<file path="config.mk">
export PLATFORM = sky130hd
export DESIGN_NAME = alarm_sequencer
export DESIGN_NICKNAME = d
export VERILOG_FILES = /design/src/rtl/alarm_sequencer.sv
export SDC_FILE = /design/constraint.sdc
export NUM_CORES = 1
export LEC_CHECK = 0
export CAP_MARGIN = 10
export CORE_MARGIN = 4
export CORE_UTILIZATION = 45
export DETAILED_ROUTE_END_ITERATION = 6
export GPL_TIMING_DRIVEN = 0
export PLACE_DENSITY = 0.84
export REMOVE_ABC_BUFFERS = 1
export SYNTH_ARGS = -nofsm -noshare
export SYNTH_HDL_FRONTEND = slang
export SYNTH_SLANG_ARGS = --single-unit
</file>
<file path="constraint.sdc">
create_clock -name clk_i -period 4.3 [get_ports clk_i]
set_input_delay 0.86 -clock clk_i [delete_from_list [all_inputs] [get_ports clk_i]]
set_output_delay 0.86 -clock clk_i [all_outputs]
set_load 0.05 [all_outputs]
</file>
<file path="src/rtl/alarm_sequencer.sv">
// Alarm state sequencer: detects the alarm-time match edge and walks IDLE/RINGING/SNOOZE,
// producing the sound enable and the 1 Hz display blink phase.
module alarm_sequencer #(
    parameter int SNOOZE_SEC       = 300,
    parameter int RING_TIMEOUT_SEC = 60,
    parameter int MAX_SNOOZES      = 3,
    parameter int CNT_BITS         = 9,
    parameter int SNZ_BITS         = 2
) (
    input  logic                clk_i,
    input  logic                rst_i,
    input  logic                sec_tick_i,
    input  logic [15:0]         time_hm_i,
    input  logic [15:0]         alarm_hm_i,
    input  logic                alarm_en_i,
    input  logic                setting_i,
    input  logic                stop_btn_i,
    input  logic                snooze_btn_i,
    output logic                sound_en_o,
    output logic                blink_o,
    output logic [1:0]          state_o,
    output logic [SNZ_BITS-1:0] snooze_count_o
);

    typedef enum logic [1:0] {
        IDLE    = 2'b00,
        RINGING = 2'b01,
        SNOOZE  = 2'b10
    } state_e;

    localparam logic [CNT_BITS-1:0] RING_LAST  = CNT_BITS'(RING_TIMEOUT_SEC - 1);
    localparam logic [CNT_BITS-1:0] SNZ_LAST   = CNT_BITS'(SNOOZE_SEC - 1);
    localparam logic [SNZ_BITS-1:0] SNZ_MAX    = SNZ_BITS'(MAX_SNOOZES);

    state_e              state_q, state_d;
    logic [CNT_BITS-1:0] sec_cnt_q, sec_cnt_d;
    logic [SNZ_BITS-1:0] snz_q, snz_d;
    logic                blink_q, blink_d;
    logic                match_q;
    logic                match, match_rise;

    // match_q resets high so a match already present out of reset is not an edge
    assign match      = alarm_en_i & ~setting_i & (time_hm_i == alarm_hm_i);
    assign match_rise = match & ~match_q;

    always_comb begin
        state_d   = state_q;
        sec_cnt_d = sec_cnt_q;
        snz_d     = snz_q;
        blink_d   = 1'b0;
        if (!alarm_en_i) begin
            state_d   = IDLE;
            sec_cnt_d = '0;
        end else begin
            case (state_q)
                IDLE: begin
                    sec_cnt_d = '0;
                    if (match_rise) begin
                        state_d = RINGING;
                        snz_d   = '0;
                    end
                end
                RINGING: begin
                    blink_d = blink_q;
                    if (stop_btn_i) begin
                        state_d   = IDLE;
                        sec_cnt_d = '0;
                        blink_d   = 1'b0;
                    end else if (snooze_btn_i && (snz_q < SNZ_MAX)) begin
                        state_d   = SNOOZE;
                        sec_cnt_d = '0;
                        snz_d     = snz_q + SNZ_BITS'(1);
                        blink_d   = 1'b0;
                    end else if (sec_tick_i) begin
                        // an exhausted snooze press falls through to the timer
                        if (sec_cnt_q == RING_LAST) begin
                            state_d   = IDLE;
                            sec_cnt_d = '0;
                            blink_d   = 1'b0;
                        end else begin
                            sec_cnt_d = sec_cnt_q + CNT_BITS'(1);
                            blink_d   = ~blink_q;
                        end
                    end
                end
                SNOOZE: begin
                    if (stop_btn_i) begin
                        state_d   = IDLE;
                        sec_cnt_d = '0;
                    end else if (sec_tick_i) begin
                        if (sec_cnt_q == SNZ_LAST) begin
                            state_d   = RINGING;
                            sec_cnt_d = '0;
                        end else begin
                            sec_cnt_d = sec_cnt_q + CNT_BITS'(1);
                        end
                    end
                end
                default: begin
                    state_d   = IDLE;
                    sec_cnt_d = '0;
                end
            endcase
        end
    end

    always_ff @(posedge clk_i) begin
        if (rst_i) begin
            state_q   <= IDLE;
            sec_cnt_q <= '0;
            snz_q     <= '0;
            blink_q   <= 1'b0;
            match_q   <= 1'b1;
        end else begin
            state_q   <= state_d;
            sec_cnt_q <= sec_cnt_d;
            snz_q     <= snz_d;
            blink_q   <= blink_d;
            match_q   <= match;
        end
    end

    assign sound_en_o     = (state_q == RINGING);
    assign blink_o        = blink_q;
    assign state_o        = state_q;
    assign snooze_count_o = snz_q;

endmodule
</file>
==> impl_metrics.toml <==
[grt]
global_route.overflow_total = 0
grt_pass1_vias = 1168
global_route.usage.total = 0.1986
grt_antenna_before_repair = 0
grt_start_max_net_pins = 11
global_route_wire_length_before_repair_um = 5147

[synth]
synth_top_family_by_area = "simple AND/OR/NAND/NOR gates"
synth_cells = 128
synth.largest_area_cell = "dfxtp_1"
synth.yosys.seq_area_share = 0.2861
netlist-cell-type-count = 34
synthFlopType = "dfxtp_1"
synth_mux_area_frac = 0.009535
fraction_of_post_synthesis_cell_area_in_the_top_cell_type_by_area = 0.2861
arithmetic_cell_share_of_the_synthesized_area_counting_full_adders_half_adders_and_majority_gates = 0.07151
synth_edf_count = 0
synthesis.yosys.warnings = 0
synth.cell_area_mm2 = 0.001050
postSynthAreaPerCell_um2 = 8.201
yosys.area_share.simple = 0.3027
asyncSetResetFlopFracSynth = 0
synth.most_common_cell = "xnor2_1"
fraction_of_the_mapped_netlist_area_in_compound_gates = 0.1251
post_synth_xor_area_fraction = 0.1836
synth.top_cells.by_count = "xnor2_1, dfxtp_1, nand2_1, nor2_1, a21oi_1"
number_of_synthesized_register_bits = 15
synth_area_leaders = "dfxtp_1, xnor2_1, ha_1"

[die]
die-area_mm2 = 0.003170
floorplan.initialDensity = 0.4745
die-height_um = 56.30
placementRows = 17
pin_count = 45
core_region_area_mm2 = 0.002212
die_width_um = 56.30

[worst_setup_path]
timing.critical_path.to_type = "output pin"
critical_path_arrival_ns = 1.89
setup.reg_to_reg.worst_slack_ns = 2.08
crit_path_max_fanout = 6
crit-reg2reg-launch = "state_o[1]"
critPathKind = "register to output pin"
worst_reg_to_reg_path_cell_count = 7
startpoint_type = "register"
critPathRequiredTime_ns = 3.44
reg2reg_to = "sec_cnt_q[8]"

[sta]
totalNegativeSetupSlack_ns = 0
report.final.slew_viol_count = 0
rsz0062_at_grt = "no"
timing.final.hold_violations = 0
whs_ns = 0.4876
final_setup_fails = 0
timing.max_slew.rel_slack = 0.3036
timing.final.crit_share = 0.6385
period_minus_slack_ns = 2.746
actual_slew_at_the_worst_max_slew_pin_ns = 1.037
fmax_mhz = 364.2
final.setup_skew_ns = 0.0005567

[detailed_routing]
total_number_of_vias = 1088
route.antenna.remaining_nets = 0
drc = 0
wl_per_cell_um = 14.05
drt_pre_antenna_iters = 4
detail_route.wirelength_um = 2866
vias_per_cell = 5.333
initialDrtViolationCount = 31

[cts]
clock-sinks = 15
cts_inserted_buffers = 3
max-clock-path-buffers = 2
skew_pair_late_insertion_delay_ns = 0.28
number_of_gates_resized_after_cts = 0
tritoncts_clock_tree = "built"
clkSlewWorstSetupHoldPaths_ns = 0.08
post-cts-setup-buffers = 0
cts-htree-levels = 1
number_of_buffers_added_to_fix_hold_violations_after_cts = 0
cts.root.buffer_cell = "clkbuf_4"

[place]
io_buffer_count = 44
global_placement_routability_congestion = 0.7804
place.detailed.hpwl_um = 2454

[layout]
layout-area-overhead-vs-synth_pct = 47.80
antennaDiodeCount = 0
drive_gt1_frac = 0.04545
fin_nets = 222

[pwr]
worst_ir_drop_vdd_mv = 0.1334
p_per_area_mw_per_mm2 = 180.2
p_leak_uw = 0.0005259

[worst_hold_path]
min-delay-path-class = "register to register"
min-delay-start = "sec_cnt_q[1]"
hold_path_end = "sec_cnt_q[1]"
min_delay_path_depth = 2

[run]
cap_violations = 0

[run_status]
run_status = "finished clean"
-- worst max-delay path by stage --
stage / startpoint / to / slack, ns / cells past startpoint
global route: alarm_hm_i[1] / state_o[0] / 1.39 / 7
finish: state_o[1] / sound_en_o / 1.55 / 3
floorplan: state_o[0] / sec_cnt_q[7] / 1.73 / 6
detailed placement: time_hm_i[12] / state_o[0] / 1.28 / 7
global placement: alarm_hm_i[10] / state_o[1] / 1.32 / 7
CTS: state_o[0] / sound_en_o / 1.56 / 2
-- layout make-up --
cell class	instances	area, um^2
repair buffers	44	440.4
well taps	28	35.03
fillers	185	660.6
multi-input cells	107	726.9
inverters	6	22.52
flip-flops and latches	15	300.3
clock buffers	4	26.28
-- worst max-delay path: stages (launching register included) --
cell and delay, ns:
dfxtp_1 0.37, inv_1 0.10, ha_1 0.28, clkdlybuf4s50_1 0.85
-- kinds of logic (layout without fill, tap and decap cells) --
logic type	count (synthesis)	after routing
AND/OR/NAND/NOR	58	58
adder cells (fa/ha/maj)	6	6
multiplexers	1	1
buffers and inverters	6	54
AO/OA/AOI/OAI	20	20
flip-flops	15	15
XOR/XNOR	22	22
-- where the power goes --
part	switching, uW	total (uW)	internal (uW)
clock network	44.9	81.0	36.1
logic	17.6	59.3	41.7
registers	0.128	139	139
total	62.6	280	217
-- sequential cells by signal, indices dropped and copies added (netlist names) --
| register | flops |
|---|---|
| sec_cnt_q | 9 |
| match_q | 1 |
| blink_o | 1 |
| state_o | 2 |
| snooze_count_o | 2 |
-- per-stage QoR --
stage | total power, uW | worst slack [ns] | utilization | std cells | area (um^2)
detailed placement | 202.0 | 1.284 | 0.6895 | 200 | 1525
finish | 279.6 | 1.555 | 0.7014 | 204 | 1551
floorplan | 160.7 | 1.735 | - | 128 | 1050
global placement | 200.4 | 1.323 | 0.6895 | 200 | 1525
CTS | 281.2 | 1.565 | 0.7014 | 204 | 1551
global route | 293.7 | 1.392 | 0.7014 | 204 | 1551
-- layout by cell type, fill, tap and decap left out, types with 5 or more instances in the layout --
master           count
nor2_1              11
ha_1                 6
nand2_1             13
nand4_1              5
xnor2_1             18
a21oi_1              7
inv_1                6
nor3_1               5
o21ai_0              5
clkdlybuf4s50_1     44
dfxtp_1             15
-- per-layer routing --
metal  GRT usage  share of wire  wire, um  vias up
met5           0              0         0        -
met4     0.04068         0.0056        16        0
met3     0.05517          0.032        91        4
met2      0.3456           0.52      1503       17
met1      0.2434           0.44      1254      516
li1            -              -         -      551
Note: power is estimated with default switching activity, not from simulation.
